## src/rtl/image_frame_ctrl.sv

```systemverilog
// image_frame_ctrl: frame sequencer that walks a WIDTHxHEIGHT RGB888 pixel RAM
// row by row, one read per pixel, and streams the returned pixels on a
// valid/ready interface with sof/eol/eof markers and a latched op code.
// Latency: start accepted in cycle T -> mem_rd in T+1 -> first out_valid in T+2.
// Backpressure: a 2-entry output FIFO plus one in-flight read; new reads stop
//   while (occupancy + in-flight) reaches 2, so nothing is ever dropped.
// Ports: HCLK/HRESETn clock and async active-low reset; start/op_sel/abort
//   control; mem_rd/mem_addr/mem_rdata pixel RAM (1-cycle read latency);
//   out_* pixel stream; busy (not idle) and done (1-cycle frame-complete pulse).
// Build option: define BOTTOM_UP_EN for bottom-up (BMP-style) RAM layout; the
//   top image row is still streamed first and markers are unchanged.
module image_frame_ctrl #(
  parameter int WIDTH  = 768,
  parameter int HEIGHT = 512,
  parameter int HBLANK = 4,
  parameter int AW     = 19
) (
  input  logic          HCLK,
  input  logic          HRESETn,
  input  logic          start,
  input  logic [1:0]    op_sel,
  input  logic          abort,
  output logic          mem_rd,
  output logic [AW-1:0] mem_addr,
  input  logic [23:0]   mem_rdata,
  output logic          out_valid,
  input  logic          out_ready,
  output logic [23:0]   out_data,
  output logic          out_sof,
  output logic          out_eol,
  output logic          out_eof,
  output logic [1:0]    out_op,
  output logic          busy,
  output logic          done
);

  localparam int CW = (WIDTH  > 1) ? $clog2(WIDTH)  : 1;
  localparam int RW = (HEIGHT > 1) ? $clog2(HEIGHT) : 1;
  localparam int HW = (HBLANK > 1) ? $clog2(HBLANK) : 1;

  typedef enum logic [1:0] {ST_IDLE, ST_ACTIVE, ST_HBLANK, ST_DRAIN} state_t;

  typedef struct packed {
    logic        sof;
    logic        eol;
    logic        eof;
    logic [23:0] dat;
  } pix_t;

  state_t        state;
  logic [RW-1:0] row;
  logic [CW-1:0] col;
  logic [HW-1:0] hb_cnt;
  pix_t          fifo_q [2];
  logic          head;
  logic [1:0]    occ;
  logic          inflight;
  logic [2:0]    fl_mk;     // {sof,eol,eof} of the read currently in flight

  logic          last_col;
  logic          last_row;
  logic          pop;
  logic          push;
  logic          fifo_pop;
  logic [1:0]    occ_nxt;
  logic [AW-1:0] row_base;
  logic [AW-1:0] rd_addr;
  pix_t          rtn_pix;
  pix_t          out_pix;

  assign last_col = (col == CW'(WIDTH - 1));
  assign last_row = (row == RW'(HEIGHT - 1));

  // occ + inflight never exceeds 2, so the 2-bit sum cannot overflow.
  assign mem_rd = (state == ST_ACTIVE) && ((occ + {1'b0, inflight}) < 2'd2);

`ifdef BOTTOM_UP_EN
  assign row_base = AW'(HEIGHT - 1) - AW'(row);
`else
  assign row_base = AW'(row);
`endif
  assign rd_addr  = row_base * AW'(WIDTH) + AW'(col);
  assign mem_addr = mem_rd ? rd_addr : '0;

  // The returning pixel bypasses the FIFO when it is empty, which gives the
  // T+2 first-pixel latency and 1 pixel/cycle with out_ready held high.
  assign rtn_pix = pix_t'({fl_mk, mem_rdata});

  always_comb begin
    out_pix = '0;
    if (occ != 2'd0)
      out_pix = fifo_q[head];
    else if (inflight)
      out_pix = rtn_pix;
  end

  assign out_valid = (occ != 2'd0) || inflight;
  assign out_data  = out_pix.dat;
  assign out_sof   = out_pix.sof;
  assign out_eol   = out_pix.eol;
  assign out_eof   = out_pix.eof;

  assign pop      = out_valid && out_ready;
  assign fifo_pop = pop && (occ != 2'd0);
  // A return consumed straight off the bypass is never stored.
  assign push     = inflight && !(pop && (occ == 2'd0));
  assign occ_nxt  = occ + {1'b0, push} - {1'b0, fifo_pop};

  assign busy = (state != ST_IDLE);

  always_ff @(posedge HCLK or negedge HRESETn) begin
    if (!HRESETn) begin
      state     <= ST_IDLE;
      row       <= '0;
      col       <= '0;
      hb_cnt    <= '0;
      fifo_q[0] <= '0;
      fifo_q[1] <= '0;
      head      <= 1'b0;
      occ       <= 2'd0;
      inflight  <= 1'b0;
      fl_mk     <= 3'b000;
      out_op    <= 2'b00;
      done      <= 1'b0;
    end else begin
      done <= 1'b0;
      if (abort && (state != ST_IDLE)) begin
        // Flush everything; the pending RAM return is simply never captured.
        state    <= ST_IDLE;
        head     <= 1'b0;
        occ      <= 2'd0;
        inflight <= 1'b0;
      end else begin
        inflight <= mem_rd;
        if (push)
          fifo_q[head ^ occ[0]] <= rtn_pix;
        if (fifo_pop)
          head <= ~head;
        occ <= occ_nxt;
        if (mem_rd)
          fl_mk <= {(row == '0) && (col == '0), last_col, last_col && last_row};

        case (state)
          ST_IDLE: begin
            if (start) begin
              state  <= ST_ACTIVE;
              out_op <= op_sel;
              row    <= '0;
              col    <= '0;
            end
          end
          ST_ACTIVE: begin
            if (mem_rd) begin
              if (last_col) begin
                col <= '0;
                if (last_row) begin
                  state <= ST_DRAIN;
                end else begin
                  row <= row + RW'(1);
                  if (HBLANK > 0) begin
                    state  <= ST_HBLANK;
                    hb_cnt <= '0;
                  end
                end
              end else begin
                col <= col + CW'(1);
              end
            end
          end
          ST_HBLANK: begin
            if (hb_cnt == HW'(HBLANK - 1))
              state <= ST_ACTIVE;
            else
              hb_cnt <= hb_cnt + HW'(1);
          end
          ST_DRAIN: begin
            // No reads here, so empty-after-this-cycle means fully drained.
            if (occ_nxt == 2'd0) begin
              done  <= 1'b1;
              state <= ST_IDLE;
            end
          end
          default: state <= ST_IDLE;
        endcase
      end
    end
  end

endmodule

```

## config.mk

```make
export PLATFORM = sky130hd
export DESIGN_NAME = image_frame_ctrl
export DESIGN_NICKNAME = d
export VERILOG_FILES = /design/src/rtl/image_frame_ctrl.sv
export SDC_FILE = /design/constraint.sdc
export NUM_CORES = 1
export LEC_CHECK = 0
export CAP_MARGIN = 0
export CORE_AREA = 2 2 99 101
export CTS_BUF_LIST = sky130_fd_sc_hd__clkbuf_4 sky130_fd_sc_hd__clkbuf_8
export CTS_CLUSTER_DIAMETER = 100
export DETAILED_ROUTE_END_ITERATION = 10
export DIE_AREA = 0 0 101 103
export PLACE_DENSITY_LB_ADDON = 0.25
export SLEW_MARGIN = 20
export SYNTH_ARGS = -nofsm -noshare
export SYNTH_HDL_FRONTEND = slang
export SYNTH_SLANG_ARGS = --single-unit
```

## constraint.sdc

```tcl
create_clock -name HCLK -period 3.3 [get_ports HCLK]
set_input_delay 0.33 -clock HCLK [delete_from_list [all_inputs] [get_ports HCLK]]
set_output_delay 0.33 -clock HCLK [all_outputs]
set_load 0.005 [all_outputs]
```

======== Word level (Yosys, flattened, before mapping) ========
Cells that the tools add are included.
storage, ports and cells
  bits in registers ....................... 87
  input bits .............................. 31
  output and inout bits ................... 52
  logic and storage cells ................. 117
operators by class
  add/subtract/negate cells ............... 7
  multipliers ............................. 1
  order comparisons ....................... 4
  eq/ne operators ......................... 16
  muxes and demuxes ....................... 38
  bitwise gates (word level) .............. 5
  reduce and logical (&&, ||, !) cells .... 28
operators with widths
  kind                                                                  number
  27-bit 2-to-1 mux                                                     6
  54-bit bitwise mux                                                    1
  9-bit 2-to-1 mux                                                      4
  10-bit 2-to-1 mux                                                     3
  27-bit demux with 1-bit select                                        1
  2-bit 2-to-1 mux                                                      11
  10-bit case mux with 2 select lines                                   1
  19-bit by 10-bit adder with 19-bit output                             1
  19-bit 2-to-1 mux                                                     1
  9-bit case mux with 2 select lines                                    1
  6-bit AND reduction                                                   2
  9-bit by 2-bit multiplier with 11-bit output (second input constant)  1
  10-bit by 1-bit adder with 10-bit output (second input constant)      1
  10-bit equality test (second input constant)                          1
  10-bit zero test                                                      1
  2-bit != test (second input constant)                                 5
  2-bit nonzero test                                                    5
  9-bit by 1-bit adder with 9-bit output (second input constant)        1
  9-bit equality test (second input constant)                           1
  1-bit logical AND                                                     9
  9-bit zero test                                                       1
  3-bit != test (second input constant)                                 3
  2-bit case mux with 4 select lines                                    1
  1-bit 2-to-1 mux                                                      7
  20 further kinds                                                      30

======== Logic depth before layout (Yosys ltp) ========
  word-level depth ........................ 12
  gate-level depth with buffers ........... 14
  depth with buffers taken out ............ 12

======== Worst setup path after synthesis ========
No wires, ideal clock.
  kind .................................... reg-to-output
  start point ............................. register row[0]
  end point ............................... output port mem_addr[17]
  data arrival time ....................... 2.522 ns
  data required time ...................... 2.970 ns
  setup slack ............................. 0.448 ns
  cell stages (with the launch flop) ...... 9
  buffers on the path ..................... 0
  cell sequence ........................... dfrtp_1 > ha_1 > fa_1 > a211oi_1 > o21ai_0 > a22oi_1 > nand3_1 > or4_1 > a21oi_1
between the ends
  longest elaborated chain between the ends .. 3
ends and longest elaborated chain
  item                                          line  RTL
  start, declared                               51    logic [RW-1:0] row;
  start signal, assigned                        159   row <= row + RW'(1);
  9-bit by 2-bit multiplier with 11-bit output  82    assign rd_addr = row_base * AW'(WIDTH) + AW'(col);
  19-bit by 10-bit adder with 19-bit output     82
  19-bit 2-to-1 mux                             83    assign mem_addr = mem_rd ? rd_addr : '0;
  end, declared                                 24    output logic [AW-1:0] mem_addr,
No other way between the ends.

======== Worst setup path after layout ========
  start point ............................. register row[1]
  end point ............................... output port mem_addr[17]
The elaborated chain is that of the path after synthesis.

==> summary.txt <==
Status
  – Status: finished clean

STA
  – Slew headroom: 48.9%
  – Hold Vio Cnt, Final: 0
  – Post-Route Setup TNS: 0 ns
  – Worst-Margin Slew: 0.766 ns
  – Final WS setup: 0.0152 ns
  – Final period demand of the worst path: 3.28 ns
  – Clk_skew: 0.00822 ns
  – Fmax: a little over 300 MHz
  – Tcrit/Tclk final: about 100%
  – Minimum hold slack: 0.0249 ns
  – Unrepaired setup endpoints after global routing: yes
  – # setup viols final: 0
  – Max Slew Vio Count: 0

Layout
  – Multi-input logic area: 2870 um2
  – Share of cells above drive strength 1: 20.1%
  – Final net count: 656
  – Reg area: 2180 um2
  – Post-route cell area: 6500 um2
  – Fillers: roughly 730
  – Area Overhead vs Synth: 26.3%
  – Ant diodes: 0
  – Final Util: around 69%

Logic synthesis
  – EDFF count, synth: 0
  – Mapped Nets: 568
  – Yosys warns: 0
  – Syn Inst Count: 514
  – Post-synth top area cell: dfrtp_1
  – Register area share after synthesis: between 40% and 50%
  – Mapped Avg Cell Area: 10.0 um2
  – FF+latch count, synth: 87
  – Post-synth ARST share: 100%
  – Cell variety after synth: 53
  – Main flop type after synthesis: dfrtp_1
  – Top cells by area, synth: dfrtp_1 42%, mux2_2 12%, mux2i_1 6.0%
  – Synthesized area: a little over 5000 um2
  – Post-synth top area share: 42.3%

Pwr
  – Internal cell power: 3370 uW
  – Power share of the clock group: 17.5%
  – Peak supply drop: 0.349 mV
  – Switching portion of total power: 35.5%
  – Pwr dens: 803 nW/um2
  – Net Switching: 1850 uW
  – Part of the power in registers: 34.5%
  – Logic pwr share: between 40% and 50%
  – Leak: 0.00278 uW

Detailed routing
  – Routed length per instance: about 16 um
  – Avg Vias per Cell: 5.72
  – Via count: 4122
  – DRT Wirelength: ~12000 um
  – # DRC: 0
  – Initial DRC count: 154
  – Antenna-violating nets left: 0
  – TritonRoute pass-1 iters: 4

Placed design
  – Area after DPL: 6140 um2
  – Pre-CTS WS: -0.0236 ns
  – Post-DP HPWL: around 7900 um
  – Port bufs: 82
  – Routability congestion estimate: about 0.87

CTS
  – CTS tree: done
  – H-tree levels: 3
  – Clk_lat worst skew: 0.36 ns
  – Max clock buf depth: 2
  – Inserted Clock Buffers: 9
  – Clk slew on worst S/H paths: 0.08 ns
  – Root buffer cell: clkbuf_8
  – CTS Sinks: 87

Worst setup path
  – WP data arrival: 2.95 ns
  – Worst reg2reg startpoint: row[1]
  – Worst Path Required: a little under 3 ns
  – Crit path max-delay cell type: or4_4
  – Launch point of the critical path: row[1]
  – Worst-path fanout max: 3
  – Reg-to-Reg End: row[3]
  – Setup crit start kind: flip-flop
  – CP endpoint kind: output pin
  – Worst Reg-to-Reg Cells: 10
  – Crit path kind: flip-flop to output pin
  – Crit path largest cell delay: 0.56 ns
  – Critical path cell sequence: ha_2 -> fa_2 -> a211oi_4 -> nor2_2 -> nor3_2 -> nand3_1 -> or4_4 -> a21oi_2 -> clkbuf_2
  – Worst R2R Setup Slack: 0.74 ns

Floorplan
  – Row Count: 36
  – Initial core utilization: 54.4%
  – Placeable Area: between 9000 and 10000 um2
  – Ports: 83
  – Die footprint: 10400 um2
  – Die Span Y: 103 um
  – Die X-Extent: 101 um

Global route
  – Number of global-route vias before repair: 4139
  – Grt ovf: 0
  – Global-route wire length before repair: ~19000 um
  – GRT Resource Usage Total: approximately a quarter
  – Initial antenna violation count: 0
  – Pin count of the biggest net entering global routing: 88

Min path
  – Hold WC Path Type: input port to asynchronous set/reset pin

Job
  – Max-cap violations: 0
-- worst max-delay path: cells and delay by family, from the launching register on --
| family | cells | cell delay [ns] |
|---|---|---|
| DFF | 1 | 0.41 |
| and+or+nand+nor | 4 | 1.01 |
| buffers and inverters | 1 | 0.14 |
| adders and majority gates | 2 | 0.62 |
| AOI/OAI and AO/OA | 2 | 0.41 |
-- cell usage in the layout (no fill, tap or decap), types with 2 or more instances in the layout --
cell type        count
dfrtp_2              2
and3_1               2
buf_4               19
nand2b_1             4
nor3b_2              2
a21oi_1             16
inv_1               26
mux2i_1             31
clkdlybuf4s50_1     76
a21o_1               4
xnor2_1             13
o41ai_1              2
nand4_1              4
inv_6                2
mux2_2              57
and2_1              12
o21bai_1             3
nor2b_1              4
bufinv_16            3
dfrtp_1             85
or3_1                7
o21a_1               2
nand3_1             38
nand2_1             20
dlymetal6s2s_1       2
o31ai_1              3
nor3_1               5
a21oi_2              2
or2_2                3
xor2_1               6
nor4_1               3
clkbuf_8            10
o21ai_0             39
nor2_2               2
nor2_1              39
ha_1                19
a22o_1               4
-- state kept, by name (all words and copies together), names as in the netlist, 2 cells and up --
signal	cells
hb_cnt	2
out_op	2
occ	2
col	10
fl_mk	3
state	2
fifo_q	54
row	9
-- repair_timing --
item | 4_1_cts | 5_1_grt
pin swaps | 3 | 10
buffers inserted | 1 | 3
gates resized for setup | 13 | 17
cloned | 0 | 0
setup endpoints to repair | 4 | 5
hold buffers | 0 | 0
-- Yosys cell counts (13+ instances only) --
cell,n
nand2_1,20
mux2i_1,31
mux2_2,57
nor2_1,42
inv_1,26
dfrtp_1,87
a21oi_1,18
nand3_1,38
xnor2_1,13
clkbuf_1,17
ha_1,21
o21ai_0,40
-- layer usage --
layer	part of all wire, %	GRT usage, %
met1	45	29.9
met3	4.4	5.08
met5	0	0
met4	2.2	8.84
met2	48	39.3
-- power groups by stage --
stage               sequential, uW  clock [uW]  combinational [uW]
finish                        1800         913                2500
global route                  1860         985                2770
CTS                           1800         934                2490
detailed placement            1820           0                2480
global placement              1780           0                2400
floorplan                     1690           0                1610
-- kinds of logic after synthesis --
logic type,synth area share (%)
AND/OR/NAND/NOR,15.5
AO/OA/AOI/OAI,10.6
multiplexers,18.5
flip-flops,42.3
buffers and inverters,3.84
adder cells (fa/ha/maj),5.88
XOR/XNOR,3.40
-- through the flow --
step	total power, uW	instances
4_1_cts	5230	719
2_1_floorplan	3290	514
6_report	5220	721
5_1_grt	5620	721
3_3_place_gp	4180	702
3_5_place_dp	4300	702
-- layout make-up --
type / instances / area share (%)
clock inverter: 6 / 1.77
clock buffer: 10 / 2.12
multi-input combinational: 377 / 44.1
sequential: 87 / 33.5
inverter: 26 / 1.50
timing repair buffer: 101 / 14.7
tap: 114 / 2.19
-- how the worst max path moves through the flow --
stage | end | slack [ns] | depth (start not counted)
finish | mem_addr[17] | 0.02 | 9
global route | mem_addr[17] | -0.11 | 9
CTS | mem_addr[18] | 0.002 | 11
detailed placement | mem_addr[18] | -0.02 | 10
global placement | mem_addr[17] | 0.05 | 9
floorplan | mem_addr[17] | 0.45 | 8
Power figures use the tool's default switching activity.
